$ cat config.mk
export PLATFORM = sky130hd
export DESIGN_NAME = ray_stream_generator
export DESIGN_NICKNAME = d
export VERILOG_FILES = /design/src/rtl/ray_pkg.sv /design/src/rtl/ray_stream_generator_pixel_scanner.sv /design/src/rtl/ray_stream_generator.sv
export SDC_FILE = /design/constraint.sdc
export NUM_CORES = 2
export LEC_CHECK = 0
export BUFFER_PORTS_ARGS = -buffer_cell sky130_fd_sc_hd__buf_2
export CAP_MARGIN = 20
export CORE_ASPECT_RATIO = 1.75
export CORE_MARGIN = 2
export CORE_UTILIZATION = 25
export CTS_CLUSTER_SIZE = 25
export DETAILED_ROUTE_END_ITERATION = 10
export MAX_ROUTING_LAYER = met4
export PLACE_DENSITY_LB_ADDON = 0.08
export REMOVE_ABC_BUFFERS = 1
export SLEW_MARGIN = 20
export SYNTH_ARGS = -nofsm -noshare
export SYNTH_HDL_FRONTEND = slang
export SYNTH_SLANG_ARGS = --single-unit
$ cat constraint.sdc
create_clock -name clk -period 3.4 [get_ports clk]
set_input_delay 0.34 -clock clk [delete_from_list [all_inputs] [get_ports clk]]
set_output_delay 0.34 -clock clk [all_outputs]
set_load 0.03 [all_outputs]
$ cat src/rtl/ray_pkg.sv
// Shared types for the primary-ray stream generator: FSM states and the
// packed ray-direction record carried through the output register.
package ray_pkg;

    typedef enum logic [1:0] {
        IDLE  = 2'd0,
        SETUP = 2'd1,
        RUN   = 2'd2
    } raygen_state_t;

    localparam int RAY_DIR_W = 32;

    typedef struct packed {
        logic signed [RAY_DIR_W-1:0] x;
        logic signed [RAY_DIR_W-1:0] y;
        logic signed [RAY_DIR_W-1:0] z;
    } ray_dir_t;

endpackage

$ cat src/rtl/ray_stream_generator_pixel_scanner.sv
// Raster x/y scan counters: clear to (0,0), advance one pixel per request,
// wrap x at width-1 into the next row, flag the final pixel of the frame.
module pixel_scanner
    import ray_pkg::*;
#(
    parameter int DIM_W = 13
) (
    input  logic             clk,
    input  logic             reset_n,
    input  logic             clear,
    input  logic             advance,
    input  logic [DIM_W-1:0] width,
    input  logic [DIM_W-1:0] height,
    output logic [DIM_W-1:0] x,
    output logic [DIM_W-1:0] y,
    output logic             last
);

    logic [DIM_W-1:0] x_q, x_d;
    logic [DIM_W-1:0] y_q, y_d;
    logic             row_end;

    assign row_end = (x_q == width - DIM_W'(1));

    always_comb begin
        x_d = x_q;
        y_d = y_q;
        if (clear) begin
            x_d = '0;
            y_d = '0;
        end else if (advance) begin
            if (row_end) begin
                x_d = '0;
                // After the final pixel the scan folds back to the origin.
                y_d = (y_q == height - DIM_W'(1)) ? '0 : y_q + DIM_W'(1);
            end else begin
                x_d = x_q + DIM_W'(1);
            end
        end
    end

    always_ff @(posedge clk or negedge reset_n) begin
        if (!reset_n) begin
            x_q <= '0;
            y_q <= '0;
        end else begin
            x_q <= x_d;
            y_q <= y_d;
        end
    end

    assign x    = x_q;
    assign y    = y_q;
    assign last = row_end && (y_q == height - DIM_W'(1));

endmodule

$ cat src/rtl/ray_stream_generator.sv
// Streams one primary-ray direction per pixel in raster order over valid/ready.
// Optional build macro RAYGEN_SUBPIXEL_EN aims rays at pixel centres (1 fractional bit).
module ray_stream_generator
    import ray_pkg::*;
#(
    parameter int COORD_W = 11,
    parameter int FOCAL_W = 32,
    parameter int DIM_W   = 13,
    parameter int DIR_W   = 32
) (
    input  logic                      clk,
    input  logic                      reset_n,
    input  logic                      start,
    input  logic                      abort,
    input  logic signed [COORD_W-1:0] camera_dir_x,
    input  logic signed [COORD_W-1:0] camera_dir_y,
    input  logic        [FOCAL_W-1:0] focal,
    input  logic        [DIM_W-1:0]   image_width,
    input  logic        [DIM_W-1:0]   image_height,
    output logic                      ray_valid,
    input  logic                      ray_ready,
    output logic signed [DIR_W-1:0]   ray_dir_x,
    output logic signed [DIR_W-1:0]   ray_dir_y,
    output logic signed [DIR_W-1:0]   ray_dir_z,
    output logic        [DIM_W-1:0]   ray_px,
    output logic        [DIM_W-1:0]   ray_py,
    output logic                      ray_last,
    output logic                      busy,
    output logic                      done
);

    localparam int PROD_W = FOCAL_W + COORD_W + 1;
    localparam logic signed [DIR_W-1:0] ONE_S = DIR_W'(1);

    // Direction for pixel (x,y) from the latched frame configuration.
    function automatic ray_dir_t calc_ray(
        input logic signed [DIR_W-1:0]   off_x,
        input logic signed [DIR_W-1:0]   off_y,
        input logic        [FOCAL_W-1:0] f,
        input logic        [DIM_W-1:0]   w,
        input logic        [DIM_W-1:0]   h,
        input logic        [DIM_W-1:0]   px,
        input logic        [DIM_W-1:0]   py
    );
        logic signed [DIR_W-1:0] bx;
        logic signed [DIR_W-1:0] by;
        logic signed [DIR_W-1:0] fz;
        ray_dir_t                r;
        bx = off_x + signed'(DIR_W'(px)) - signed'(DIR_W'(w >> 1));
        by = off_y - signed'(DIR_W'(py)) + signed'(DIR_W'(h >> 1));
        fz = signed'(DIR_W'(f));
`ifdef RAYGEN_SUBPIXEL_EN
        r.x = RAY_DIR_W'(bx + bx + ONE_S);
        r.y = RAY_DIR_W'(by + by - ONE_S);
        r.z = RAY_DIR_W'(fz + fz);
`else
        r.x = RAY_DIR_W'(bx);
        r.y = RAY_DIR_W'(by - ONE_S);
        r.z = RAY_DIR_W'(fz);
`endif
        return r;
    endfunction

    raygen_state_t           state_q, state_d;
    logic                    valid_q, valid_d;
    ray_dir_t                ray_q, ray_d;
    logic [DIM_W-1:0]        px_q, px_d;
    logic [DIM_W-1:0]        py_q, py_d;
    logic                    last_q, last_d;
    logic                    done_q, done_d;
    logic [DIM_W-1:0]        width_q, width_d;
    logic [DIM_W-1:0]        height_q, height_d;
    logic [FOCAL_W-1:0]      focal_q, focal_d;
    logic signed [DIR_W-1:0] off_x_q, off_x_d;
    logic signed [DIR_W-1:0] off_y_q, off_y_d;

    logic signed [PROD_W-1:0] prod_x;
    logic signed [PROD_W-1:0] prod_y;
    logic                     scan_clear;
    logic                     scan_adv;
    logic [DIM_W-1:0]         scan_x;
    logic [DIM_W-1:0]         scan_y;
    logic                     scan_last;
    logic                     xfer;

    // Focal is unsigned, so a zero sign bit keeps the product signed-correct.
    assign prod_x = PROD_W'($signed({1'b0, focal})) * PROD_W'(camera_dir_x);
    assign prod_y = PROD_W'($signed({1'b0, focal})) * PROD_W'(camera_dir_y);
    assign xfer   = valid_q && ray_ready;

    pixel_scanner #(
        .DIM_W (DIM_W)
    ) u_scanner (
        .clk     (clk),
        .reset_n (reset_n),
        .clear   (scan_clear),
        .advance (scan_adv),
        .width   (width_q),
        .height  (height_q),
        .x       (scan_x),
        .y       (scan_y),
        .last    (scan_last)
    );

    always_comb begin
        state_d    = state_q;
        valid_d    = valid_q;
        ray_d      = ray_q;
        px_d       = px_q;
        py_d       = py_q;
        last_d     = last_q;
        done_d     = 1'b0;
        width_d    = width_q;
        height_d   = height_q;
        focal_d    = focal_q;
        off_x_d    = off_x_q;
        off_y_d    = off_y_q;
        scan_clear = 1'b0;
        scan_adv   = 1'b0;

        unique case (state_q)
            IDLE: begin
                if (start) begin
                    state_d = SETUP;
                end
            end
            SETUP: begin
                width_d    = image_width;
                height_d   = image_height;
                focal_d    = focal;
                off_x_d    = DIR_W'(prod_x);
                off_y_d    = DIR_W'(prod_y);
                scan_clear = 1'b1;
                if (abort || image_width == '0 || image_height == '0) begin
                    state_d = IDLE;
                    done_d  = 1'b1;
                end else begin
                    state_d = RUN;
                end
            end
            RUN: begin
                if (abort || (xfer && last_q)) begin
                    // Abort wins over a coincident transfer and drops an unaccepted ray.
                    state_d    = IDLE;
                    valid_d    = 1'b0;
                    done_d     = 1'b1;
                    scan_clear = 1'b1;
                end else if (!valid_q || ray_ready) begin
                    valid_d  = 1'b1;
                    ray_d    = calc_ray(off_x_q, off_y_q, focal_q, width_q, height_q,
                                        scan_x, scan_y);
                    px_d     = scan_x;
                    py_d     = scan_y;
                    last_d   = scan_last;
                    scan_adv = 1'b1;
                end
            end
            default: begin
                state_d = IDLE;
                valid_d = 1'b0;
            end
        endcase
    end

    always_ff @(posedge clk or negedge reset_n) begin
        if (!reset_n) begin
            state_q  <= IDLE;
            valid_q  <= 1'b0;
            ray_q    <= '0;
            px_q     <= '0;
            py_q     <= '0;
            last_q   <= 1'b0;
            done_q   <= 1'b0;
            width_q  <= '0;
            height_q <= '0;
            focal_q  <= '0;
            off_x_q  <= '0;
            off_y_q  <= '0;
        end else begin
            state_q  <= state_d;
            valid_q  <= valid_d;
            ray_q    <= ray_d;
            px_q     <= px_d;
            py_q     <= py_d;
            last_q   <= last_d;
            done_q   <= done_d;
            width_q  <= width_d;
            height_q <= height_d;
            focal_q  <= focal_d;
            off_x_q  <= off_x_d;
            off_y_q  <= off_y_d;
        end
    end

    assign ray_valid = valid_q;
    assign ray_dir_x = DIR_W'(ray_q.x);
    assign ray_dir_y = DIR_W'(ray_q.y);
    assign ray_dir_z = DIR_W'(ray_q.z);
    assign ray_px    = px_q;
    assign ray_py    = py_q;
    assign ray_last  = last_q;
    assign busy      = (state_q != IDLE);
    assign done      = done_q;

endmodule
# Word level (Yosys, flattened, before mapping)
# Cells that the tools add are included.
[op_classes]
bitwise_logic = 2
n_eq_ne = 7
muxes = 21
reduce_logical = 19
add_sub_neg = 9
n_mul = 2
[op_table]
columns = ["op", "n"]
rows = [
  ["$mux W13", 7],
  ["$mul A33 B11 Y32", 2],
  ["$add A32 B13 Y32", 1],
  ["$add A32 B14 Y32", 1],
  ["$sub A32 B13 Y32", 1],
  ["$sub A32 B14 Y32", 1],
  ["$sub A32 B2 Y32 const B", 1],
  ["$add A13 B1 Y13 const B", 2],
  ["$eq A13 B13 Y1", 2],
  ["$logic_not A13 Y1", 2],
  ["$sub A13 B1 Y13 const B", 2],
  ["$mux W1", 7],
  ["$mux W2", 3],
  ["$pmux W1 S2", 3],
  ["$pmux W2 S3", 1],
  ["$reduce_and A2 Y1", 3],
  ["$reduce_bool A2 Y1", 3],
  ["$logic_or A1 B1 Y1", 4],
  ["$ne A2 B2 Y1 const B", 2],
  ["$logic_and A1 B1 Y1", 3],
  ["$ne A3 B3 Y1 const B", 1],
  ["$reduce_and A3 Y1", 1],
  ["$eq A2 B1 Y1 const B", 1],
  ["$eq A2 B2 Y1 const B", 1],
  ["other kinds (4)", 5],
]
[totals]
regBits = 275
elab_cells = 76

# Longest topological paths before layout
[logic_depth]
word_depth = 7
depth_mapped = 24

# By module
# From an unflattened synthesis, not the netlist that was laid out.
[unflattened]
hier_cells = 3780
area_unflattened_um2 = 33470.9
[by_module_without_submodules]
columns = ["mod", "area_each_um2", "cells_each", "seq_area_each_um2", "n_inst"]
rows = [
  ["ray_stream_generator", 31141.1, 3497, 6231.0, 1],
  ["pixel_scanner", 2329.7, 283, 650.6, 1],
]

# Least setup slack after synthesis
# Ideal clock, no wire load.
[synth_path]
kind = "in2reg"
from = "input camera_dir_x[3]"
to = "register off_x_q[31]"
slack_ns = -2.395
n_path_buf = 2
path_stages = 21
arrival_ns = 5.700
setup_time_ns = 0.095
path_cell_list = "clkbuf_1 -> buf_1 -> nand2_1 -> fa_1 -> fa_1 -> inv_1 -> fa_1 -> fa_1 -> inv_1 -> fa_1 -> inv_1 -> ha_1 -> a21o_1 -> a221o_1 -> a21oi_1 -> o211ai_1 -> and2_1 -> o211a_1 -> o31ai_1 -> a21oi_1 -> o31ai_1"
[synth_via]
elab_chain_cells = 1
[synth_rtl]
columns = ["item", "line_no", "rtl"]
rows = [
  ["from (decl)", "ray_stream_generator.sv:15", "input logic signed [COORD_W-1:0] camera_dir_x,"],
  ["$mul A33 B11 Y32", "ray_stream_generator.sv:87", "assign prod_x = PROD_W'($signed({1'b0, focal})) * PROD_W'(camera_dir_x);"],
  ["to (signal assigned)", "ray_stream_generator.sv:177", "off_x_q <= '0;"],
  ["to (signal assigned)", "ray_stream_generator.sv:190", "off_x_q <= off_x_d;"],
  ["to (decl)", "ray_stream_generator.sv:74", "logic signed [DIR_W-1:0] off_x_q, off_x_d;"],
]
# No other way between the ends.
# A chain may end at the register's enable or synchronous reset.

# Worst setup path in the final report
[layout_path]
from = "input focal[5]"
to = "register off_y_q[30]"
[layout_via]
elab_chain_cells = 1
[layout_rtl]
columns = ["item", "line_no", "rtl"]
rows = [
  ["from (decl)", "ray_stream_generator.sv:17", "input logic [FOCAL_W-1:0] focal,"],
  ["$mul A33 B11 Y32", "ray_stream_generator.sv:88", "assign prod_y = PROD_W'($signed({1'b0, focal})) * PROD_W'(camera_dir_y);"],
  ["to (signal assigned)", "ray_stream_generator.sv:191", "off_y_q <= off_y_d;"],
  ["to (decl)", "ray_stream_generator.sv:75", "logic signed [DIR_W-1:0] off_y_q, off_y_d;"],
]
# No other way between the ends.

==> results.tsv <==
metric	value	unit
synth_cell_types	73	
status	finished, violations left	
max_freq	203	MHz
drtPass1Iterations	5	
synth_ff_type	dfrtp_1	
synth_area_leader_cell	fa_1	
ioPinCount	211	
setup_tns	-53.87	ns
yosysSeqAreaShare	20.7	%
cts.sinks	275	
hold_viol	0	
yosysWarningCount	0	
async_flop_share	100	%
finalMaxSlewViolations	0	
nets	5203	
dieArea	136000	µm²
min_from	image_width[8]	
start_kind	primary input	
routed_wl	110000	µm
cp.arrival	5.40	ns
syn_area	33200	µm²
port_buffers	210	
via_per_inst	4.38	
fin_skew	0.0156	ns
layout-drive-gt1-share	27.9	%
hpwl	88800	µm
hold_end	width_q[8]	
period_minus_slack	4.93	ns
first_global_vias	30200	
antenna_left	0	
cts_made_buffers	36	
r2r_start	u_scanner.y[2]	
drc_errors	0	
cp_max_fo	7	
critPathCaptureType	register	
dpl.cell_count	5963	
grt-ovfl-total	0	
fin_ws	-1.53	ns
drt-initial-drc-count	915	
finalCritPeriodShare	145	%
grt_pass1_wl	172000	µm
r2r_cells	13	
rsz0062_at_grt	true	
antenna_found_initial	5	
root_buffer	clkbuf_16	
synthTopCellsByCount	inv_1 (686), nand2_1 (625), fa_1 (465), dfrtp_1 (275), and2_1 (262)	
wire_per_inst	17.9	µm
violations	setup timing	
synth.most_common_cell	inv_1	
final_core_utilization	33.7	%
track_usage	16.9	%
cp.required	3.87	ns
num_vias	27000	
clk_pin_slew	0.06	ns
clockBufferDepth	3	
stdcell_count	6154	
syn_area_per_cell	8.79	µm²
initial_utilization	25.2	%
rr_endpoint	ray_dir_y[30]	
insertion_delay	0.59	ns
cap_viol_max_count	0	
synth_edf_count	0	
die_w	279	µm
rows	176	
synth_cells	3776	
crit_type	primary input to register	
ys_ff_latch	275	
reg2reg_setup_slack	-0.06	ns
synth_top_area_share	28.1	%
synth.area.top_cells	fa_1 (28%), dfrtp_1 (21%), ha_1 (8.3%), inv_1 (7.8%), nand2_1 (7.1%)	
worstMarginPinSlew	0.994	ns
core	132000	µm²
hold_path_depth	2	
relSlewSlack	33.6	%
syn_to_final_growth	33.8	%
cts_tree	done	
setup_viol	51	
hold_class	primary input to register	
grt_max_degree	111	
gp_congestion	0.816	
cts.htree.levels	2	
fp.dieH	486	µm
-- cells by family (layout without fill, tap and decap cells) --
logic type | Yosys count | in the layout | synth area share (%)
buffers and inverters | 863 | 1545 | 9.84
multiplexers | 57 | 57 | 1.89
AO/OA/AOI/OAI | 532 | 532 | 9.85
other | 0 | 5 | 0
flip-flops | 275 | 275 | 20.7
XOR/XNOR | 166 | 166 | 4.38
adder cells (fa/ha/maj) | 686 | 686 | 36.4
AND/OR/NAND/NOR | 1197 | 1197 | 16.9
-- through the flow --
stage                     hold WS, ns  setup WS, ns  instance area, µm²
final                          0.0382         -1.53               44400
after global routing           0.0180         -1.67               44400
after CTS                     0.00134         -1.58               43000
after detailed placement        0.330         -2.52               39400
after global placement          0.333         -2.54               39400
after floorplan                0.0444         -2.12               32500
-- timing repair --
item / in CTS / in global routing
endpoints found under the setup margin: 84 / 95
endpoints found under the hold margin: 62 / 0
gates resized for setup: 418 / 300
buffers inserted: 67 / 40
cloned: 4 / 3
pin swaps: 195 / 174
hold buffers: 24 / 0
-- how the worst max path moves through the flow --
stage                startpoint           to  slack, ns  cells after the start
2_1_floorplan  camera_dir_x[10]  off_x_q[29]      -2.12                     19
3_3_place_gp    camera_dir_y[5]  off_y_q[31]      -2.54                     22
3_5_place_dp          focal[11]  off_y_q[31]      -2.52                     22
4_1_cts                focal[5]  off_x_q[31]      -1.58                     20
5_1_grt                focal[5]  off_x_q[31]      -1.67                     22
6_report               focal[5]  off_y_q[30]      -1.53                     22
-- cells in the final DEF, fill, tap and decap left out, types with 39 or more instances in the layout --
master,n
inv_1,632
nand2_1,592
buf_4,437
fa_1,417
dfrtp_1,275
and2_1,239
buf_2,174
ha_1,172
o21ai_0,130
xnor2_1,100
nor2_1,97
buf_6,86
a21oi_1,75
o21ai_1,58
inv_2,55
xor2_1,54
a21o_1,49
fa_2,48
mux2_2,44
ha_4,43
clkbuf_16,39
-- metal layers --
metal / GRT usage (%) / routed length [µm]
met5: - / 0
met4: 5.33 / 3480
met3: 1.92 / 3010
met2: 33.0 / 62200
met1: 17.5 / 41300
-- worst max-delay path, stage by stage --
cell and delay (ns):
buf_8 0.09, buf_6 0.13, buf_6 0.11, buf_6 0.11, nand2_4 0.04, fa_1 0.49, inv_2 0.04, fa_1 0.56
fa_1 0.47, fa_1 0.53, inv_2 0.04, fa_1 0.48, inv_2 0.04, ha_4 0.25, a211o_1 0.35, o31ai_4 0.31
o211ai_1 0.20, nand2_1 0.15, o21ai_2 0.08, a31oi_2 0.24, nor3_2 0.06, a211o_1 0.27
-- flip-flops by register name (all words and copies together) (netlist names) --
register and flops:
done 1, focal_q 32, height_q 13, off_x_q 32, off_y_q 32, ray_dir_x 32, ray_dir_y 32, ray_dir_z 32
ray_last 1, ray_px 13, ray_py 13, ray_valid 1, state_q 2, u_scanner.x 13, u_scanner.y 13, width_q 13
-- layout make-up --
cell class	count	area (µm²)
fillers	14000	87300
multi-input cells	2638	24900
flip-flops and latches	275	6880
repair buffers	793	6710
inverters	688	2580
well taps	1691	2120
clock buffers	50	1010
clock inverters	14	146
diodes	5	12.5
Power is left out: the tool's default activity adds up to more than one toggle a clock period on the data nets, which glitch-free logic cannot reach.
